==> src/rtl/qe_pkg.sv <==
// Shared definitions for the QE_M operand feeder.
//   MODE_BIT / LAST_BIT     : header byte bit positions
//   DEFAULT_FIFO_DEPTH      : default assembled-operation buffer depth
//   asm_state_t             : byte assembler states
//   qe_op_t                 : one assembled operation {mode,last,a,b,c,x}
//   hdr_reserved_clear()    : true when header reserved bits 7:2 are all zero
package qe_pkg;

  localparam int MODE_BIT           = 0;
  localparam int LAST_BIT           = 1;
  localparam int DEFAULT_FIFO_DEPTH = 4;

  typedef enum logic [2:0] {
    ST_HDR = 3'd0,
    ST_A   = 3'd1,
    ST_B   = 3'd2,
    ST_C   = 3'd3,
    ST_X   = 3'd4
  } asm_state_t;

  typedef struct packed {
    logic       mode;
    logic       last;
    logic [7:0] a;
    logic [7:0] b;
    logic [7:0] c;
    logic [7:0] x;
  } qe_op_t;

  function automatic logic hdr_reserved_clear(input logic [7:0] hdr);
    return (hdr[7:2] == 6'd0);
  endfunction

endpackage

==> src/rtl/qe_op_fifo.sv <==
// Synchronous buffer of assembled operations.
//   clk, reset (sync, active-low)
//   push, push_op : write one operation (ignored when full)
//   pop, pop_op   : pop_op shows the head; pop advances it (ignored when empty)
//   full, empty   : flags decoded from the registered occupancy count
module qe_op_fifo
  import qe_pkg::*;
#(
  parameter int DEPTH = DEFAULT_FIFO_DEPTH
) (
  input  logic   clk,
  input  logic   reset,
  input  logic   push,
  input  qe_op_t push_op,
  input  logic   pop,
  output qe_op_t pop_op,
  output logic   full,
  output logic   empty
);

  localparam int AW = (DEPTH > 1) ? $clog2(DEPTH) : 1;

  qe_op_t        mem [DEPTH];
  logic [AW-1:0] wr_ptr;
  logic [AW-1:0] rd_ptr;
  logic [AW:0]   count;
  logic          push_en;
  logic          pop_en;

  assign full    = (count == (AW+1)'(DEPTH));
  assign empty   = (count == '0);
  assign push_en = push & ~full;
  assign pop_en  = pop & ~empty;
  assign pop_op  = mem[rd_ptr];

  // Pointers wrap naturally because DEPTH is a power of two.
  always_ff @(posedge clk) begin
    if (!reset) begin
      wr_ptr <= '0;
      rd_ptr <= '0;
      count  <= '0;
    end else begin
      if (push_en) wr_ptr <= wr_ptr + 1'b1;
      if (pop_en)  rd_ptr <= rd_ptr + 1'b1;
      case ({push_en, pop_en})
        2'b10:   count <= count + 1'b1;
        2'b01:   count <= count - 1'b1;
        default: count <= count;
      endcase
    end
  end

  always_ff @(posedge clk) begin
    if (push_en) mem[wr_ptr] <= push_op;
  end

endmodule

==> src/rtl/qe_m_feeder.sv <==
// Byte-stream to QE_M operation feeder.
//   clk, reset (sync, active-low)
//   s_data/s_valid/s_ready : input byte stream, header then operand bytes
//   in_a, in_b, in_c, in_x : registered operands to QE_M
//   mode, last_input       : registered controls to QE_M
//   valid_in               : one-cycle pulse per delivered operation
//   err_hdr, err_seq       : sticky error flags, cleared only by reset
module qe_m_feeder
  import qe_pkg::*;
#(
  parameter int FIFO_DEPTH = DEFAULT_FIFO_DEPTH
) (
  input  logic       clk,
  input  logic       reset,
  input  logic [7:0] s_data,
  input  logic       s_valid,
  output logic       s_ready,
  output logic [7:0] in_a,
  output logic [7:0] in_b,
  output logic [7:0] in_c,
  output logic [7:0] in_x,
  output logic       mode,
  output logic       valid_in,
  output logic       last_input,
  output logic       err_hdr,
  output logic       err_seq
);

  asm_state_t state;
  asm_state_t state_nxt;
  logic       accept;
  logic       hdr_ok;
  logic       hdr_mode;
  logic       push;
  qe_op_t     push_op;
  qe_op_t     head_op;
  logic       fifo_full;
  logic       fifo_empty;
  logic       mode_p0;
  logic       last_p0;
  logic       drop_p0;
  logic       seq_open;
  logic [7:0] a_p0;
  logic [7:0] b_p0;
  logic [7:0] c_p0;
  logic       vld_p1;
  qe_op_t     op_p1;

  // Gated by reset so no byte is taken while reset is held.
  assign s_ready  = reset & ~fifo_full;
  assign accept   = s_valid & s_ready;
  assign hdr_ok   = hdr_reserved_clear(s_data);
  assign hdr_mode = s_data[MODE_BIT];

  // Stage p0: byte assembler
  always_ff @(posedge clk) begin
    if (!reset) state <= ST_HDR;
    else        state <= state_nxt;
  end

  always_comb begin
    state_nxt = state;
    push      = 1'b0;
    push_op   = '{mode: mode_p0, last: last_p0, a: a_p0, b: b_p0, c: c_p0, x: s_data};
    case (state)
      ST_HDR: if (accept && hdr_ok) state_nxt = ST_A;
      ST_A:   if (accept) state_nxt = mode_p0 ? ST_X : ST_B;
      ST_B:   if (accept) state_nxt = ST_C;
      ST_C:   if (accept) state_nxt = ST_X;
      ST_X: begin
        if (accept) begin
          state_nxt = ST_HDR;
          // A dropped frame still walks A..X so its payload is consumed.
          push      = ~drop_p0;
        end
      end
      default: state_nxt = ST_HDR;
    endcase
  end

  always_ff @(posedge clk) begin
    if (!reset) begin
      mode_p0  <= 1'b0;
      last_p0  <= 1'b0;
      drop_p0  <= 1'b0;
      seq_open <= 1'b0;
      err_hdr  <= 1'b0;
      err_seq  <= 1'b0;
    end else begin
      if (state == ST_HDR && accept) begin
        if (!hdr_ok) begin
          err_hdr <= 1'b1;
        end else begin
          mode_p0 <= hdr_mode;
          // last only has meaning inside a MAC sequence.
          last_p0 <= hdr_mode & s_data[LAST_BIT];
          drop_p0 <= ~hdr_mode & seq_open;
          if (~hdr_mode & seq_open) err_seq <= 1'b1;
        end
      end
      if (push && mode_p0) seq_open <= ~last_p0;
    end
  end

  always_ff @(posedge clk) begin
    if (accept) begin
      case (state)
        ST_HDR: begin
          if (hdr_ok) begin
            b_p0 <= 8'd0;
            c_p0 <= 8'd0;
          end
        end
        ST_A:    a_p0 <= s_data;
        ST_B:    b_p0 <= s_data;
        ST_C:    c_p0 <= s_data;
        default: ;
      endcase
    end
  end

  qe_op_fifo #(
    .DEPTH (FIFO_DEPTH)
  ) u_fifo (
    .clk     (clk),
    .reset   (reset),
    .push    (push),
    .push_op (push_op),
    .pop     (~fifo_empty),
    .pop_op  (head_op),
    .full    (fifo_full),
    .empty   (fifo_empty)
  );

  // Stage p1: output register, pops the head every cycle it exists
  always_ff @(posedge clk) begin
    if (!reset) begin
      vld_p1 <= 1'b0;
      op_p1  <= '0;
    end else if (!fifo_empty) begin
      vld_p1 <= 1'b1;
      op_p1  <= head_op;
    end else begin
      vld_p1 <= 1'b0;
    end
  end

  assign valid_in   = vld_p1;
  assign mode       = op_p1.mode;
  assign last_input = op_p1.last;
  assign in_a       = op_p1.a;
  assign in_b       = op_p1.b;
  assign in_c       = op_p1.c;
  assign in_x       = op_p1.x;

endmodule

==> config.mk <==
export PLATFORM = sky130hd
export DESIGN_NAME = qe_m_feeder
export DESIGN_NICKNAME = d
export VERILOG_FILES = /design/src/rtl/qe_pkg.sv /design/src/rtl/qe_op_fifo.sv /design/src/rtl/qe_m_feeder.sv
export SDC_FILE = /design/constraint.sdc
export NUM_CORES = 1
export LEC_CHECK = 0
export CAP_MARGIN = 20
export CORE_UTILIZATION = 55
export DETAILED_ROUTE_END_ITERATION = 10
export GPL_TIMING_DRIVEN = 0
export PLACE_DENSITY = 0.73
export SYNTH_ARGS = -nofsm -noshare
export SYNTH_HDL_FRONTEND = slang
export SYNTH_SLANG_ARGS = --single-unit
==> constraint.sdc <==
create_clock -name clk -period 7.41 [get_ports clk]
set_clock_uncertainty 0.15 [all_clocks]
set_input_delay 1.482 -clock clk [delete_from_list [all_inputs] [get_ports clk]]
set_output_delay 1.482 -clock clk [all_outputs]
set_load 0.01 [all_outputs]
# Word-level counts from Yosys, hierarchy flattened
# Memories as Yosys holds them, arrays and structs flattened. A register that Yosys moved wholly into a read port is not among the register bits.
# Cells that the tools add are included.
op_classes:
  add_sub_neg: 4
  multipliers: 0
  n_div: 0
  magnitude_cmp: 0
  n_eq_ne: 13
  shifts: 0
  muxes: 16
  bitwise_logic: 11
  n_reduce_logical: 18
ops:
  columns: ["operator", "count"]
  rows:
  - ["one-hot mux 8 bit (2 select lines)", 2]
  - ["two-way mux 3 bit", 6]
  - ["one-hot mux 3 bit (5 select lines)", 1]
  - ["!= test 2 bit (second input constant)", 6]
  - ["AND reduction 3 bit", 3]
  - ["two-way mux 8 bit", 1]
  - ["== test 3 x 2 -> 1 bit (second input constant)", 2]
  - ["== test 3 bit (second input constant)", 2]
  - ["zero test 3 bit", 2]
  - ["zero test 6 bit", 1]
  - ["inverter 1 bit", 6]
  - ["one-hot mux 3 bit (2 select lines)", 1]
  - ["AND reduction 2 bit", 3]
  - ["nonzero test 2 bit", 3]
  - ["AND 1 bit", 5]
  - ["two-way mux 1 bit", 5]
  - ["AND reduction 5 bit", 1]
  - ["adder 2 x 1 -> 2 bit (second input constant)", 2]
  - ["adder 3 x 1 -> 3 bit (second input constant)", 1]
  - ["== test 3 x 1 -> 1 bit (second input constant)", 1]
  - ["logical AND 1 bit", 3]
  - ["subtractor 3 x 1 -> 3 bit (second input constant)", 1]
  - ["== test 2 x 1 -> 1 bit (second input constant)", 1]
  - ["== test 2 bit (second input constant)", 1]
  - ["zero test 1 bit", 2]
word_totals:
  reg_bits: 41
  latchBits: 0
  ram_bits: 136
  mem_bits_ro: 0
  inputBits: 11
  out_inout_bits: 38
  wordCells: 77
  n_memories: 1
mem_list:
  columns: ["memory", "depth", "width", "read_ports", "rd_clocked_by_memory_dff", "wr", "line_no", "source"]
  rows:
  - ["u_fifo.mem", 4, 34, 1, 1, 1, "qe_op_fifo.sv:23", "qe_op_t mem [DEPTH];"]

# Depth between registers and ports, before layout
# Gate-level depths: netlist (run 1).
depth:
  word_depth: 9
  mapped_depth: 9
  ltp_nobuf: 7

# Cells and area by module
# A second synthesis (run 1) with hierarchy kept.
hier_totals:
  hier_cells: 442
  hier_area_um2: 8045.2
by_module_without_submodules:
  columns: ["mod", "instances", "cells_each", "area_per_inst_um2"]
  rows:
  - ["qe_op_fifo", 1, 232, 5435.2]
  - ["qe_m_feeder", 1, 210, 2610.0]

# Worst setup path before layout (run 1)
# No wires, ideal clock.
synth_timing:
  kind: "input port to output port"
  startpoint: "input reset"
  endpoint: "output s_ready"
  t_arrival_ns: 1.864
  setup_slack_ns: 3.914
  stages: 3
  n_path_buf: 1
  path_cell_list: "buf_6 -> inv_1 -> nor2_1"
synth_via:
  elab_chain_cells: 1
synth_lines:
  columns: ["item", "line_no", "source"]
  rows:
  - ["start: declaration", "qe_m_feeder.sv:14", "input logic reset,"]
  - ["AND 1 bit", "qe_m_feeder.sv:50", "assign s_ready = reset & ~fifo_full;"]
  - ["end: declaration", "qe_m_feeder.sv:17", "output logic s_ready,"]
# Every way passes these cells.

# Final worst setup path (run 1)
# Ends and elaborated chain as after synthesis.

==> results_dict.tcl, run 1 <==
set metrics [dict create \
    antenna_found_initial 0 \
    detail_route.first_pass.iterations 5 \
    syn_nets 425 \
    worstPathMaxFanout 9 \
    fin_crit_ps 4065 \
    synth_cell_type_count 51 \
    setup-tns-final_ps 0 \
    fillers 885 \
    dieArea_sq_mm 0.01465 \
    cp.required_ps 5780 \
    hold_buffers 0 \
    grt_pass1_vias 4112 \
    layout-drive-gt1-share_pct 18.62 \
    die_y_microns 121.0 \
    syn_area_sq_mm 0.007791 \
    drc_errors 0 \
    gr-total-overflow 0 \
    p_leak_nw 2.978 \
    reg2reg_from "state[0]" \
    drtIter0Drc 304 \
    synth-seq-cells 211 \
    syn_inst 409 \
    cts_tree "built" \
    synth_top_family_by_area "multiplexers" \
    wl_met1_microns 6026 \
    async_reset_ff_share_pct 0 \
    portBuffers 47 \
    synth_compound_area_share_pct 6.006 \
    hpwl_microns 8131 \
    finalNetCount 496 \
    crit_type "primary input to output pin" \
    synth_xor_area_share_pct 0.2248 \
    numCtsBuffers 21 \
    grt_use_total_pct 20.41 \
    die_width_microns 121.0 \
    ant_nets 0 \
    max_freq_mhz 246.0 \
    routed_via_density 5.853 \
    grt_max_degree 35 \
    status "completed" \
    routedWlPerCell_microns 20.69 \
    ioPinCount 49 \
    htreeDepth 1 \
    whs_ps 324.2 \
    slew_headroom_pct 32.89 \
    end_kind "output pin" \
    worst_slew_pin_slew_ps 1007 \
    pwr_density_cell_mw_per_mm2 248.1 \
    synthAdderAreaFrac_pct 0.8993 \
    cp.arrival_ps 2430 \
    drv_slew 0 \
    n_antenna_cell 0 \
    num_vias 3945 \
    rows 43 \
    start_util_pct 56.35 \
    final_cell_area_sq_mm 0.009117 \
    drv_cap 0 \
    r2r-end "u_fifo.mem[3][29]" \
    grt_pass1_wl_microns 22160 \
    root_buffer "clkbuf_16" \
    dr_wl_met3_microns 675 \
    critPathLaunchType "primary input" \
    p_total_w 0.002262 \
    syn_to_final_growth_pct 17.02 \
    peakVddDrop_v 0.0001944 \
    clk_pin_slew_ps 60 \
    clk_path_buf_depth 3 \
    place_congestion 0.8116 \
    cts-resized-gates 0 \
    routed_wirelength_microns 13950 \
    synth_seq_area_share_pct 74.77 \
    crit_path_end "s_ready" \
    yosys.area_share.simple_pct 5.283 \
    setup_viol 0 \
    critPathLaunch "reset" \
    synth_flop_cell "edfxtp_1" \
    reg2reg_depth 4 \
    hold_viol_final 0 \
    rrSetupSlack_ps 4830 \
    clk_latency_ps 480 \
    rsz0062_at_grt "no" \
    synthMuxAreaShare_pct 10.47 \
    routed.top_layer "met4" \
    cts.sinks 211 \
    syn_avg_cell_area_sq_um 19.05 \
    cts_setup_buffers 0 \
    synth-edff-count 160 \
    yosys_warnings 0 \
    place_area_sq_mm 0.008487 \
    finish.utilization_pct 65.94 \
    min_period_over_period_pct 54.86 \
    hold_class "flop to flop" \
    wl_met2_microns 6901 \
    core-area_sq_mm 0.01383 \
]
==> state kept, by name, summed over array words and instances, names as in the netlist, 3 cells and up <==
register / cells
in_x: 8
u_fifo.count: 3
state: 3
in_b: 8
a_p0: 8
in_a: 8
in_c: 8
u_fifo.mem: 136
b_p0: 8
c_p0: 8
==> stage by stage <==
stage                     setup slack [ps]  instances
after global routing                  3306        674
final                                 3345        674
after global placement                3332        636
after CTS                             3334        673
after floorplan                       3914        409
after detailed placement              3260        636
==> critical path, cell delays in order <==
cell and delay (ps):
buf_6 100, inv_1 140, nor2_1 160, clkdlybuf4s50_1 550
==> area by class of cell <==
cell class / instances / area [sq um] / area share [%]
sequential: 211 / 5826 / 63.89
multi-input combinational: 168 / 1783 / 19.56
clock buffer: 32 / 576.8 / 6.326
timing repair buffer: 48 / 475.5 / 5.215
tap: 180 / 225.2 / 2.470
buffer: 24 / 160.2 / 1.757
clock inverter: 5 / 48.80 / 0.5352
inverter: 6 / 22.52 / 0.2470
==> how the worst min path moves through the flow <==
stage	startpoint	end	slack [ps]	cells past startpoint
detailed placement	err_seq	err_seq	300	2
finish	in_b[1]	in_b[1]	320	1
floorplan	c_p0[2]	u_fifo.mem[0][10]	310	0
global placement	err_seq	err_seq	300	2
global route	in_a[3]	in_a[3]	340	1
CTS	err_seq	err_seq	330	2
==> synthesized netlist by cell type (2+ instances only) <==
cell      count  area, sq um
ha_1          4        50.05
inv_1         6        22.52
nand2_1      11        41.29
mux2i_1       5        50.05
clkbuf_1      6        22.52
nand3_1       2        10.01
mux4_2       34        765.7
and2_1       17        106.4
o21ai_0       2        10.01
nor3_1        3        15.01
nand4_1       3        18.77
xor2_1        2        17.52
nand2b_1      2        12.51
edfxtp_1    160         4805
a22o_1       35        306.5
buf_2         5        25.02
nor3b_1       2        15.01
nor2_1       12        45.04
buf_6         4        45.04
dfxtp_1      51         1021
and2_2        4        30.03
o31ai_1       2        15.01
buf_4         9        67.56
==> cells in the final DEF, fill, tap and decap left out, types with 9 or more instances in the layout <==
cell type        instances
clkbuf_16               21
dfxtp_1                 51
a22o_1                  35
nand2_1                 11
nor2_1                  12
and2_1                  17
mux4_2                  34
buf_4                    9
clkbuf_1                16
clkdlybuf4s50_1         47
edfxtp_1               160
==> logic make-up (layout without fill, tap and decap cells) <==
kind of cell	count (synthesis)	count (layout)
DFF	211	211
and+or+nand+nor	68	68
AOI/OAI and AO/OA	54	54
muxes	39	39
buffers and inverters	30	115
adders and majority gates	5	5
xor gates and xnor gates	2	2
==> power by group <==
| part | leakage [nW] | internal, W | switching [W] |
|---|---|---|---|
| Clock | 0.305 | 0.000570 | 0.000405 |
| Sequential | 1.83 | 0.00126 | 0.000000622 |
| Combinational | 0.847 | 0.00000950 | 0.0000179 |
==> per-layer routing <==
layer | GRT usage, % | vias up
met5 | 0 | -
met4 | 7.562 | 0
met3 | 2.773 | 28
met2 | 33.82 | 123
met1 | 27.80 | 2024
li1 | - | 1770
Note: power is estimated with default switching activity, not from simulation.
==> inputs of run 2 (changes only) <==
--- a/config.mk
+++ b/config.mk
@@ -6,7 +6,7 @@
 export NUM_CORES = 1
 export LEC_CHECK = 0
 export CAP_MARGIN = 20
-export CORE_UTILIZATION = 55
+export CORE_UTILIZATION = 53
 export DETAILED_ROUTE_END_ITERATION = 10
 export GPL_TIMING_DRIVEN = 0
 export PLACE_DENSITY = 0.73
==> constraint.sdc (replaced) <==
create_clock -name clk -period 3.3 [get_ports clk]
set_clock_uncertainty 0.15 [all_clocks]
set_input_delay 0.66 -clock clk [delete_from_list [all_inputs] [get_ports clk]]
set_output_delay 0.66 -clock clk [all_outputs]
set_load 0.01 [all_outputs]
==> results_dict.tcl, run 2 (synthesis gave the netlist of run 1 again) <==
set metrics [dict create \
    grt_use_total_pct 19.79 \
    cts.sinks 211 \
    grt_pass1_vias 4053 \
    worstSetupPathDepth 4 \
    grt_pass1_wl_microns 22140 \
    detail_route.first_pass.iterations 4 \
    drc_errors 0 \
    place_area_sq_mm 0.008487 \
    crit_type "primary input to flop" \
    gr-total-overflow 0 \
    hold_class "flop to flop" \
    clk_latency_ps 480 \
    max_freq_mhz 343.5 \
    cp.required_ps 3250 \
    p_leak_nw 2.979 \
    crit_slowest_cell "nor2_1" \
    path_cells "clkdlybuf4s50_1, nor4_1, a21boi_0, nor2_1" \
    slew_headroom_pct 32.44 \
    fillers 958 \
    routed_via_density 5.834 \
    dr_wl_met3_microns 707 \
    place_congestion 0.8093 \
    rows 43 \
    reg2reg_depth 4 \
    rrSetupSlack_ps 720 \
    final_cell_mix "edfxtp_1, dfxtp_1, clkdlybuf4s50_1, a22o_1, mux4_2" \
    cts-resized-gates 0 \
    critPathLaunchType "primary input" \
    crit_buf_inv 1 \
    peakVddDrop_v 0.0003888 \
    worstPathMaxFanout 8 \
    clk_path_buf_depth 3 \
    clk_pin_slew_ps 60 \
    grt_max_degree 35 \
    portBuffers 47 \
    syn_to_final_growth_pct 16.99 \
    antenna_found_initial 0 \
    rsz0062_at_grt "no" \
    pwr_density_cell_mw_per_mm2 556.1 \
    wl_met2_microns 7043 \
    cp_top_family "simple AND/OR/NAND/NOR gates" \
    critPathLaunch "s_data[3]" \
    start_util_pct 55.27 \
    finalNetCount 496 \
    routed_wirelength_microns 14120 \
    worst_slew_pin_slew_ps 1013 \
    crit_path_end "b_p0[4]" \
    end_kind "flop" \
    top_register "u_fifo.mem" \
    multi_input_area_sq_mm 0.001783 \
    layout-drive-gt1-share_pct 19.27 \
    final_common_cell "edfxtp_1" \
    hold_path_depth 1 \
    n_antenna_cell 0 \
    htreeDepth 1 \
    reg2reg_from "state[0]" \
    root_buffer "clkbuf_16" \
    num_vias 3926 \
    status "completed" \
    cts_setup_buffers 0 \
    min_period_over_period_pct 88.23 \
    routed.top_layer "met4" \
    drv_slew 0 \
    setup_viol 0 \
    cp_slowest_stage_delay_ps 740 \
    dieArea_sq_mm 0.01519 \
    die_width_microns 123.2 \
    die_y_microns 123.2 \
    final_cell_area_sq_mm 0.009115 \
    ioPinCount 49 \
    largest_register_ffs 136 \
    numCtsBuffers 21 \
    cp.arrival_ps 2860 \
    wl_met1_microns 5980 \
    hold_buffers 0 \
    register_area_sq_mm 0.005826 \
    finish.utilization_pct 64.66 \
    hpwl_microns 8357 \
    drv_cap 0 \
    core-area_sq_mm 0.01410 \
    cts_tree "built" \
    r2r-end "u_fifo.mem[3][19]" \
    routedWlPerCell_microns 20.98 \
    fin_crit_ps 2912 \
    drtIter0Drc 348 \
    hold_viol_final 0 \
    ant_nets 0 \
]
run 2: report_power, final:
part	leakage, nW	switching, W	internal (W)
Clock	0.307	0.000939	0.00124
Combinational	0.847	0.0000397	0.0000213
Sequential	1.83	0.00000147	0.00283
Total	2.98	0.000980	0.00409
run 2: layout make-up:
class | instances | share of cell area, %
Sequential cell | 211 | 63.91
Multi-Input combinational cell | 168 | 19.56
Clock buffer | 23 | 5.848
Timing Repair Buffer | 48 | 5.216
Tap cell | 180 | 2.471
Buffer | 24 | 1.757
Clock inverter | 13 | 0.9883
Inverter | 6 | 0.2471
run 2: through the flow:
step	total power [W]	setup slack [ps]	setup TNS (ps)	hold slack [ps]	std cells
5_1_grt	0.005199	259.3	0	353.8	673
6_report	0.005069	388.5	0	325.9	673
3_5_place_dp	0.002947	-16.83	-131.9	318.0	636
4_1_cts	0.005100	434.4	0	333.7	672
3_3_place_gp	0.002945	-6.420	-49.16	302.7	636
2_1_floorplan	0.002907	813.3	0	308.7	409
run 2: worst min path at each step:
stage,end,startpoint,slack (ps)
after global routing,drop_p0,reset,350
after floorplan,u_fifo.mem[0][10],c_p0[2],310
final,in_b[4],in_b[4],330
after global placement,err_seq,err_seq,300
after CTS,in_b[0],in_b[0],330
after detailed placement,in_b[5],in_b[5],320
run 2: routing by layer:
layer / up-vias / GRT usage [%]
li1: 1772 / -
met1: 1998 / 27.56
met2: 129 / 32.30
met3: 27 / 2.768
met4: 0 / 6.777
met5: - / 0
==> inputs of run 3 (changes only) <==
--- a/config.mk
+++ b/config.mk
@@ -6,10 +6,10 @@
 export NUM_CORES = 1
 export LEC_CHECK = 0
 export CAP_MARGIN = 20
-export CORE_UTILIZATION = 53
+export CORE_UTILIZATION = 40
 export DETAILED_ROUTE_END_ITERATION = 10
 export GPL_TIMING_DRIVEN = 0
-export PLACE_DENSITY = 0.73
+export PLACE_DENSITY = 0.58
 export SYNTH_ARGS = -nofsm -noshare
 export SYNTH_HDL_FRONTEND = slang
 export SYNTH_SLANG_ARGS = --single-unit
==> results_dict.tcl, run 3 (synthesis gave the netlist of run 1 again) <==
set metrics [dict create \
    core-area_sq_mm 0.01889 \
    drv_cap 0 \
    hold_class "flop to flop" \
    cts-resized-gates 0 \
    worstPathMaxFanout 8 \
    drv_slew 0 \
    portBuffers 47 \
    hold_viol_final 0 \
    cp.arrival_ps 2950 \
    timing.final.ws_setup_ps 304.1 \
    end_kind "flop" \
    cp.required_ps 3260 \
    grt_pass1_vias 4038 \
    start_util_pct 41.24 \
    cts.sinks 211 \
    status "completed" \
    finish.utilization_pct 49.44 \
    setup-tns-final_ps 0 \
    place_congestion 0.8079 \
    layout-drive-gt1-share_pct 19.72 \
    gr-total-overflow 0 \
    rsz0062_at_grt "no" \
    hpwl_microns 8723 \
    antenna_found_initial 0 \
    fin_crit_ps 2996 \
    syn_to_final_growth_pct 19.90 \
    ant_nets 0 \
    drtIter0Drc 246 \
    largest_register_ffs 136 \
    critPathLaunch "s_data[3]" \
    peakVddDrop_v 0.0003886 \
    clk_path_buf_depth 3 \
    critPathLaunchType "primary input" \
    hold_buffers 0 \
    final_cell_mix "edfxtp_1, dfxtp_1, clkdlybuf4s50_1, a22o_1, mux4_2" \
    p_leak_nw 3.036 \
    grt_use_total_pct 15.48 \
    pwr_density_cell_mw_per_mm2 581.3 \
    crit_type "primary input to flop" \
    p_total_w 0.005430 \
    die_width_microns 141.6 \
    cts_tree "built" \
    min_from "in_a[3]" \
    rows 50 \
    routed_via_density 5.157 \
    root_buffer "clkbuf_16" \
    routed_wirelength_microns 14860 \
    n_antenna_cell 0 \
    ioPinCount 49 \
    top_register "u_fifo.mem" \
    die_y_microns 141.6 \
    max_freq_mhz 333.8 \
    min_period_over_period_pct 90.79 \
    setup_viol 0 \
    dieArea_sq_mm 0.02004 \
    reg2reg_depth 4 \
    drc_errors 0 \
    final_common_cell "edfxtp_1" \
    num_vias 3904 \
    place_ws_ps -161.6 \
    slew_headroom_pct 23.31 \
    reg2reg_from "state[0]" \
    clk_latency_ps 500 \
    hold_path_depth 1 \
    grt_pass1_wl_microns 22990 \
    multi_input_area_sq_mm 0.001783 \
    cts_setup_buffers 0 \
    register_area_sq_mm 0.005826 \
    worst_slew_pin_slew_ps 1148 \
    clk_pin_slew_ps 60 \
    detail_route.first_pass.iterations 4 \
    finalNetCount 497 \
    routedWlPerCell_microns 19.62 \
    grt_max_degree 35 \
    numCtsBuffers 22 \
    htreeDepth 1 \
    fillers 1618 \
]
## run 3: cell types whose count changed in the layout (fill, tap and decap cells not counted), moves of 2 or more
| cell | delta |
|---|---|
| clkinv_2 | -3 |
| clkbuf_8 | +2 |
| clkbuf_16 | +2 |
| clkbuf_1 | +3 |
| bufinv_16 | +2 |
| clkinv_1 | -2 |
## run 3: report_power, final
group	total (W)	internal, W	switching, W
logic	0.0000623	0.0000213	0.0000409
clock network	0.00254	0.00156	0.000983
registers	0.00283	0.00283	0.00000140
## run 3: area by class of cell
cell class,count,area share [%]
Tap cell,260,3.482
Timing Repair Buffer,48,5.090
Multi-Input combinational cell,168,19.09
Sequential cell,211,62.36
Buffer,24,1.714
Clock buffer,30,6.657
Clock inverter,10,1.366
Inverter,6,0.2411
## run 3: path summary, 6_finish.rpt
path	endpoint	slack, ps
hold reg to reg	in_a[3]	330
hold / removal	in_a[3]	330
setup / recovery	b_p0[5]	300
setup reg to reg	u_fifo.mem[1][22]	670
## run 3: critical path, cell delays in order
cell and delay [ps]:
clkdlybuf4s50_1 620, nor4_1 640, a21boi_0 270, nor2_1 750
## run 3: per-layer routing
metal / track usage (%) / wire length [microns]
met1: 20.93 / 6649
met2: 25.93 / 7215
met3: 2.430 / 627
met4: 4.584 / 363
met5: 0 / 0
## run 3: through the flow
stage,area (sq um),instances,hold slack (ps)
after floorplan,7791,409,308.7
after global placement,8587,716,298.5
after detailed placement,8592,717,293.2
after CTS,9341,757,312.8
after global routing,9341,757,341.9
final,9341,757,325.8
